### src/rtl/act_bram_pipe.sv
// act_bram_pipe: in-place streaming activation over the conv feature-map BRAM.
// Reads port A sequentially, applies ReLU / leaky / clamp / bypass, writes the
// result back to the same address on port B, one element per clock.
// Optional build macro ACT_SAT_STATS_EN adds negative / saturation counters.
module act_bram_pipe #(
  parameter int DATA_WIDTH  = 16,
  parameter int CHANNELS    = 8,
  parameter int IMG_H       = 28,
  parameter int IMG_W       = 28,
  parameter int RD_LATENCY  = 1,
  parameter int LEAKY_SHIFT = 3,
  localparam int NUM_ELEMS  = CHANNELS * IMG_H * IMG_W,
  localparam int AW         = (NUM_ELEMS > 1) ? $clog2(NUM_ELEMS) : 1
) (
  input  logic                  clk,
  input  logic                  reset,
  input  logic                  start,
  input  logic [1:0]            mode,
  input  logic [DATA_WIDTH-1:0] clamp_max,
  output logic                  busy,
  output logic                  done,
  output logic [AW-1:0]         conv_r_addr,
  output logic                  conv_r_en,
  input  logic [DATA_WIDTH-1:0] conv_r_q,
  output logic [AW-1:0]         conv_w_addr,
  output logic                  conv_w_en,
  output logic                  conv_w_we,
  output logic [DATA_WIDTH-1:0] conv_w_d,
  output logic [AW:0]           neg_count,
  output logic [AW:0]           sat_count
);

  localparam logic [AW-1:0] LAST_ADDR = AW'(NUM_ELEMS - 1);

  typedef enum logic [1:0] {IDLE, RUN, DRAIN, FINISH} state_t;

  state_t                        state, state_nxt;
  logic                          accept;
  logic [AW-1:0]                 rd_addr;
  logic [1:0]                    mode_q;
  logic signed [DATA_WIDTH-1:0]  cm_q;
  logic [RD_LATENCY-1:0]         pipe_v;
  logic [AW-1:0]                 pipe_a [RD_LATENCY];
  logic signed [DATA_WIDTH-1:0]  x;
  logic signed [DATA_WIDTH-1:0]  act;

  assign accept    = (state == IDLE) && start;
  assign x         = $signed(conv_r_q);
  assign conv_w_we = conv_w_en;

  // State register
  always_ff @(posedge clk) begin
    if (reset) state <= IDLE;
    else       state <= state_nxt;
  end

  // Next-state: drain ends when the final write is on the port this cycle
  always_comb begin
    state_nxt = state;
    unique case (state)
      IDLE:    if (start) state_nxt = RUN;
      RUN:     if (rd_addr == LAST_ADDR) state_nxt = DRAIN;
      DRAIN:   if (conv_w_en && (conv_w_addr == LAST_ADDR)) state_nxt = FINISH;
      FINISH:  state_nxt = IDLE;
      default: state_nxt = IDLE;
    endcase
  end

  // Control outputs decoded from state
  always_comb begin
    busy      = (state == RUN) || (state == DRAIN);
    done      = (state == FINISH);
    conv_r_en = (state == RUN);
  end

  assign conv_r_addr = rd_addr;

  // Read address sweep and per-pass configuration latch
  always_ff @(posedge clk) begin
    if (reset) begin
      rd_addr <= '0;
      mode_q  <= '0;
      cm_q    <= '0;
    end else if (accept) begin
      rd_addr <= '0;
      mode_q  <= mode;
      cm_q    <= clamp_max[DATA_WIDTH-1] ? '0 : $signed(clamp_max);
    end else if ((state == RUN) && (rd_addr != LAST_ADDR)) begin
      rd_addr <= rd_addr + 1'b1;
    end
  end

  // Valid tracking matching the BRAM read latency
  always_ff @(posedge clk) begin
    if (reset) begin
      pipe_v <= '0;
    end else begin
      pipe_v[0] <= conv_r_en;
      for (int unsigned i = 1; i < RD_LATENCY; i++) pipe_v[i] <= pipe_v[i-1];
    end
  end

  // Address tracking alongside the valid bits
  always_ff @(posedge clk) begin
    pipe_a[0] <= rd_addr;
    for (int unsigned i = 1; i < RD_LATENCY; i++) pipe_a[i] <= pipe_a[i-1];
  end

  // Activation function on the returning read data
  always_comb begin
    act = x;
    unique case (mode_q)
      2'd0: if (x < 0) act = '0;
      2'd1: if (x < 0) act = x >>> LEAKY_SHIFT;
      2'd2: begin
        if (x < 0)         act = '0;
        else if (x > cm_q) act = cm_q;
      end
      default: act = x;
    endcase
  end

  // Registered write port
  always_ff @(posedge clk) begin
    if (reset) begin
      conv_w_en   <= 1'b0;
      conv_w_addr <= '0;
      conv_w_d    <= '0;
    end else begin
      conv_w_en <= pipe_v[RD_LATENCY-1];
      if (pipe_v[RD_LATENCY-1]) begin
        conv_w_addr <= pipe_a[RD_LATENCY-1];
        conv_w_d    <= act;
      end
    end
  end

`ifdef ACT_SAT_STATS_EN
  logic is_neg, is_sat;
  assign is_neg = (x < 0);
  assign is_sat = (mode_q == 2'd2) && !is_neg && (x > cm_q);

  // Statistics counted as each result is committed to the write register
  always_ff @(posedge clk) begin
    if (reset || accept) begin
      neg_count <= '0;
      sat_count <= '0;
    end else if (pipe_v[RD_LATENCY-1]) begin
      if (is_neg) neg_count <= neg_count + 1'b1;
      if (is_sat) sat_count <= sat_count + 1'b1;
    end
  end
`else
  assign neg_count = '0;
  assign sat_count = '0;
`endif

endmodule

### config.mk
export PLATFORM = sky130hd
export DESIGN_NAME = act_bram_pipe
export DESIGN_NICKNAME = d
export VERILOG_FILES = /design/src/rtl/act_bram_pipe.sv
export SDC_FILE = /design/constraint.sdc
export NUM_CORES = 1
export LEC_CHECK = 0
export BUFFER_PORTS_ARGS = -buffer_cell sky130_fd_sc_hd__buf_2
export CAP_MARGIN = 40
export CORE_MARGIN = 8
export CORE_UTILIZATION = 52
export DETAILED_ROUTE_END_ITERATION = 8
export PLACE_DENSITY = 0.92
export SYNTH_ARGS = -nofsm -noshare
export SYNTH_HDL_FRONTEND = slang
export SYNTH_SLANG_ARGS = --single-unit
export TNS_END_PERCENT = 50
### constraint.sdc
create_clock -name clk -period 2.4 [get_ports clk]
set_input_delay 0.24 -clock clk [delete_from_list [all_inputs] [get_ports clk]]
set_output_delay 0.24 -clock clk [all_outputs]
set_load 0.01 [all_outputs]
== Word level (Yosys, flattened, before mapping) ==
Memories as Yosys holds them, arrays and structs flattened. A register that Yosys moved wholly into a read port is not among the register bits.
Index checks and enable logic that the tools add are counted.

* Output and inout bits: 75
* Memories: 1
* Input bits: 37
* Register bits after elaboration: 51
* Logic and storage cells: 40
* Memory bits (writable): 13

{| class="wikitable"
|+ Memory list
! name !! depth !! bits a word !! rd ports !! clocked after memory_dff !! write ports !! line !! source
|-
| pipe_a || 1 || 13 || 1 || 1 || 1 || 43 || <nowiki>logic [AW-1:0] pipe_a [RD_LATENCY];</nowiki>
|}

* $lt $le $gt $ge: 2
* Reductions and logical operators: 8
* Eq/ne operators: 11
* Multiplexer cells: 10
* $add $sub $neg: 1

{| class="wikitable"
|+ Operators by type and width
! operator !! count
|-
| 16-bit two-way mux || 3
|-
| 16-bit case mux with 3 select lines || 1
|-
| 15-bit two-way mux || 2
|-
| 13-bit == test (second input constant) || 2
|-
| 16-bit greater-than comparator || 1
|-
| 16-bit by 1-bit < comparator with 1-bit output (second input constant) || 1
|-
| 13-bit by 1-bit adder with 13-bit output (second input constant) || 1
|-
| 13-bit inequality test (second input constant) || 1
|-
| 2-bit case mux with 4 select lines || 1
|-
| 2-bit == test (second input constant) || 3
|-
| 2-bit two-way mux || 3
|-
| 2-bit by 1-bit == test with 1-bit output (second input constant) || 2
|-
| 2-bit zero test || 2
|-
| 2-bit inequality test (second input constant) || 2
|-
| 1-bit logical AND || 3
|-
| 3-bit AND reduction || 1
|-
| 2-bit by 1-bit inequality test with 1-bit output (second input constant) || 1
|-
| 2-bit OR reduction || 1
|-
| 1-bit logical OR || 1
|}

== Logic depth before layout (Yosys ltp) ==
* Depth in word-level cells: 4
* Mapped depth: 10
* Mapped depth without buffers: 8

== Least setup slack after synthesis ==
No wires, ideal clock.

* Path type: register -> register
* Start: register rd_addr[8], in the netlist conv_r_addr[8]
* End: register state[0]
* Data arrival time: 1,981 ps
* Period minus slack after synthesis: 2,068 ps
* Library setup time: 86 ps
* Path buffers: 0
* Cell stages (with the launch flop): 6
* Slack: 332 ps
* Cells stage by stage: dfxtp_1 or4b_4 o41ai_4 a21boi_4 nand2_2 a221oi_2

* Cells in the longest elaborated chain, start to end: 3

{| class="wikitable"
|+ RTL lines
! what !! line !! source
|-
| from (decl) || 39 || <nowiki>logic [AW-1:0] rd_addr;</nowiki>
|-
| from (signal assigned) || 89 || <nowiki>rd_addr <= rd_addr + 1'b1;</nowiki>
|-
| 13-bit == test || 62 || <nowiki>RUN: if (rd_addr == LAST_ADDR) state_nxt = DRAIN;</nowiki>
|-
| 2-bit by 1-bit inequality test with 1-bit output (no source line) || -- ||
|-
| 3-bit AND reduction (no source line) || -- ||
|-
| to (signal assigned) || 54 || <nowiki>else state <= state_nxt;</nowiki>
|-
| to (decl) || 37 || <nowiki>state_t state, state_nxt;</nowiki>
|}

Every way passes these cells.
A chain may end at the register's enable or synchronous reset.

== Worst setup path in the final report ==
* Start: register cm_q[11]
* End: register conv_w_d[12]

* Cells in the longest elaborated chain, start to end: 4

{| class="wikitable"
|+ RTL lines
! what !! line !! source
|-
| from (decl) || 41 || <nowiki>logic signed [DATA_WIDTH-1:0] cm_q;</nowiki>
|-
| from (signal assigned) || 87 || <nowiki>cm_q <= clamp_max[DATA_WIDTH-1] ? '0 : $signed(clamp_max);</nowiki>
|-
| 16-bit greater-than comparator || 117 || <nowiki>else if (x > cm_q) act = cm_q;</nowiki>
|-
| 16-bit two-way mux || 117 ||
|-
| 16-bit two-way mux || 116 || <nowiki>if (x < 0) act = '0;</nowiki>
|-
| 16-bit case mux with 3 select lines || 112 || <nowiki>unique case (mode_q)</nowiki>
|-
| to (signal assigned) || 133 || <nowiki>conv_w_d <= act;</nowiki>
|-
| to (decl) || 28 || <nowiki>output logic [DATA_WIDTH-1:0] conv_w_d,</nowiki>
|}

Every way passes these cells.

==> metrics.csv <==
metric,value,unit
CP max-delay cell,dfxtp_1,
"Hold Vio Cnt, Final",0,
final core utilization,62.8,%
Final Cycle Share,94.2,%
Cell variety after synth,44,
clock slew at reported path FFs,0.09,ns
startpoint types,flop,
Tightest Pin Transition,0.577,ns
Crit path largest cell delay,0.34,ns
Via-to-Cell Ratio,5.34,
# clock sinks,76,
"FF+latch count, synth",76,
clock latency on the worst-skew pair,0.36,ns
clock buffer depth,2,
Finish-stage setup viols,0,
Final Critical Period,2.26,ns
IO Pins,112,
average wire per standard cell,15.9,microns
Final #Nets,603,
Worst Skew,0.0107,ns
DR iter-0 viols,208,
"commonest non-fill, non-tap cell in the layout",buf_2,
vias in the first global route,3448,
ys flop type,dfxtp_1,
mean post-synth cell area,8.24,sq um
CP Data Required Time,2.65,ns
Post-Syn Instances,459,
CTS tree,built,
DR WL met2,4930,microns
Starting Density,53.0,%
Overall Global Routing Usage,19.5,%
Worst EP arrival,2.51,ns
final WL,10300,microns
Synth Warn #,0,
largest net degree at the start of global routing,28,
pwr dens,776,nW/um^2
leakage power,0.00192,uW
initial antenna violation count,0,
top achievable clock speed,442,MHz
Die Ht,101,microns
routability cong.,0.876,
DRT met1 WL,4030,microns
Max Transition Viols Final,0,
total iterations of the first detailed-routing run,6,
Site Rows,31,
detailed-route DRC error count,0,
metal3 WL,1060,microns
Max Cap Viol,0,
critical-path cell list,inv_1 -> ha_1 -> a21oi_2 -> o21ai_0 -> a211o_1 -> o31a_1 -> buf_4 -> buf_4 -> a311o_1,
status,"finished, final reports clean",
WHS,0.0818,ns
clk root buf,clkbuf_8,
GR Overflow Total,0,
Final ANT Viol Nets,0,
Die Area,10300,sq um
Hold WC Path Type,in2reg,
register area share after synthesis,40.2,%
layout cells sized above 1,23.8,%
Tot Pwr,3480,uW
DP HPWL,7690,microns
Post-synth EDFFs,0,
Post-Place Cell Area,4210,sq um
Highest Signal Layer,met4,
family with the most delay on the worst path,compound AO/OA/AOI/OAI gates,
fillers,606,
critical path peak fanout,5,
CP Capture Type,flop,
"Top cell by count, worst path",buf_4,
buffers and inverters on the worst path,3,
most frequent cells in the layout,"83 x buf_2, 74 x dfxtp_1, 62 x nor2_1, 40 x o21ai_0, 36 x a21oi_1",
Finished Cell Area,4480,sq um
PortBufs,83,
vias after detailed routing,3465,
Mapped Area,3780,sq um
Die W,101,microns
H-tree depth,3,
WS Path Type,reg2reg,
Worst VDD drop,627,uV
ANT cells,0,
Worst slew margin,61.4,%
core area,7140,sq um
Num CTS Buffers,9,
area delta synth->final,18.4,%
setup TNS,0,ns
first-pass GRT wire length,16000,microns
ys async rst share,0,%
[power breakdown]
group          switching (uW)  total, uW  internal [uW]
Combinational             583        966            383
Sequential               87.4       1440           1360
Clock                     554       1070            511
Total                    1220       3480           2250
[worst register-to-register path: cells and delay by family (launching register included)]
family,cells,cell delay (ns)
DFF,1,0.34
AOI/OAI and AO/OA,5,1.11
buffers and inverters,3,0.38
adders and majority gates,1,0.33
[metrics by stage]
stage / instances / setup slack, ns
after floorplan: 486 / 0.332
after global placement: 628 / 0.0876
after detailed placement: 628 / 0.00133
after CTS: 647 / 0.114
after global routing: 649 / -0.0108
final: 649 / 0.139
[layer usage]
metal	global-route usage, %	up-vias
met5	0	-
met1	21.0	1569
met4	11.2	0
li1	-	1690
met2	33.5	176
met3	5.70	30
[synthesized netlist by cell type, types with 2 or more instances]
cell	count	area, sq um
buf_4	31	233
a21oi_1	37	185
nor2b_1	3	18.8
ha_1	21	263
nand4b_1	2	17.5
o22ai_1	13	81.3
xnor2_1	5	43.8
a311o_1	3	30.0
mux2i_1	15	150
inv_1	33	124
o21ai_0	40	200
nand2b_1	2	12.5
dfxtp_1	76	1520
nor4_1	2	12.5
nand3_1	7	35.0
buf_1	2	7.51
nand4_1	5	31.3
clkbuf_1	19	71.3
a31oi_1	12	75.1
nor2_1	62	233
xor2_1	7	61.3
nor3_1	11	55.1
and3_1	3	18.8
nand2_1	28	105
[final timing paths]
| path | depth (start not counted) | start | endpoint | slack (ns) |
|---|---|---|---|---|
| worst max register to register | 9 | cm_q[11] | conv_w_d[12] | 0.14 |
| worst min-delay path | 3 | clamp_max[7] | cm_q[7] | 0.08 |
| worst max-delay path | 9 | cm_q[11] | conv_w_d[12] | 0.14 |
| worst min register to register | 0 | conv_r_addr[12] | pipe_a[0][12] | 0.41 |
[final cells by class]
type | count | area (sq um) | area share [%]
Clock inverter | 7 | 90.1 | 2.01
Sequential cell | 76 | 1520 | 34.0
Multi-Input combinational cell | 324 | 1940 | 43.4
Timing Repair Buffer | 101 | 551 | 12.3
Inverter | 33 | 124 | 2.77
Clock buffer | 9 | 124 | 2.77
Tap cell | 99 | 124 | 2.77
[cell families after synthesis]
| kind of cell | count (synthesis) | share of synthesized area [%] |
|---|---|---|
| adder cells (fa/ha/maj) | 21 | 6.94 |
| multiplexers | 15 | 3.97 |
| AND/OR/NAND/NOR | 131 | 15.7 |
| buffers and inverters | 86 | 11.6 |
| flip-flops | 76 | 40.2 |
| other | 1 | 0.0991 |
| AO/OA/AOI/OAI | 117 | 18.7 |
| XOR/XNOR | 12 | 2.78 |
[registers in the layout, summed over array words and instances, names as in the netlist]
signal,count
conv_w_d,16
pipe_v,1
cm_q,15
pipe_a,13
conv_w_en,1
mode_q,2
state,2
conv_w_addr,13
conv_r_addr,13
[what timing repair did]
action,CTS,global route
setup buffers,3,2
endpoints found under the hold margin,0,0
resized for setup,0,5
setup endpoints to repair,3,15
hold buffers,0,0
pin swaps,1,3
No activity file was read; power rests on OpenSTA's default activity.
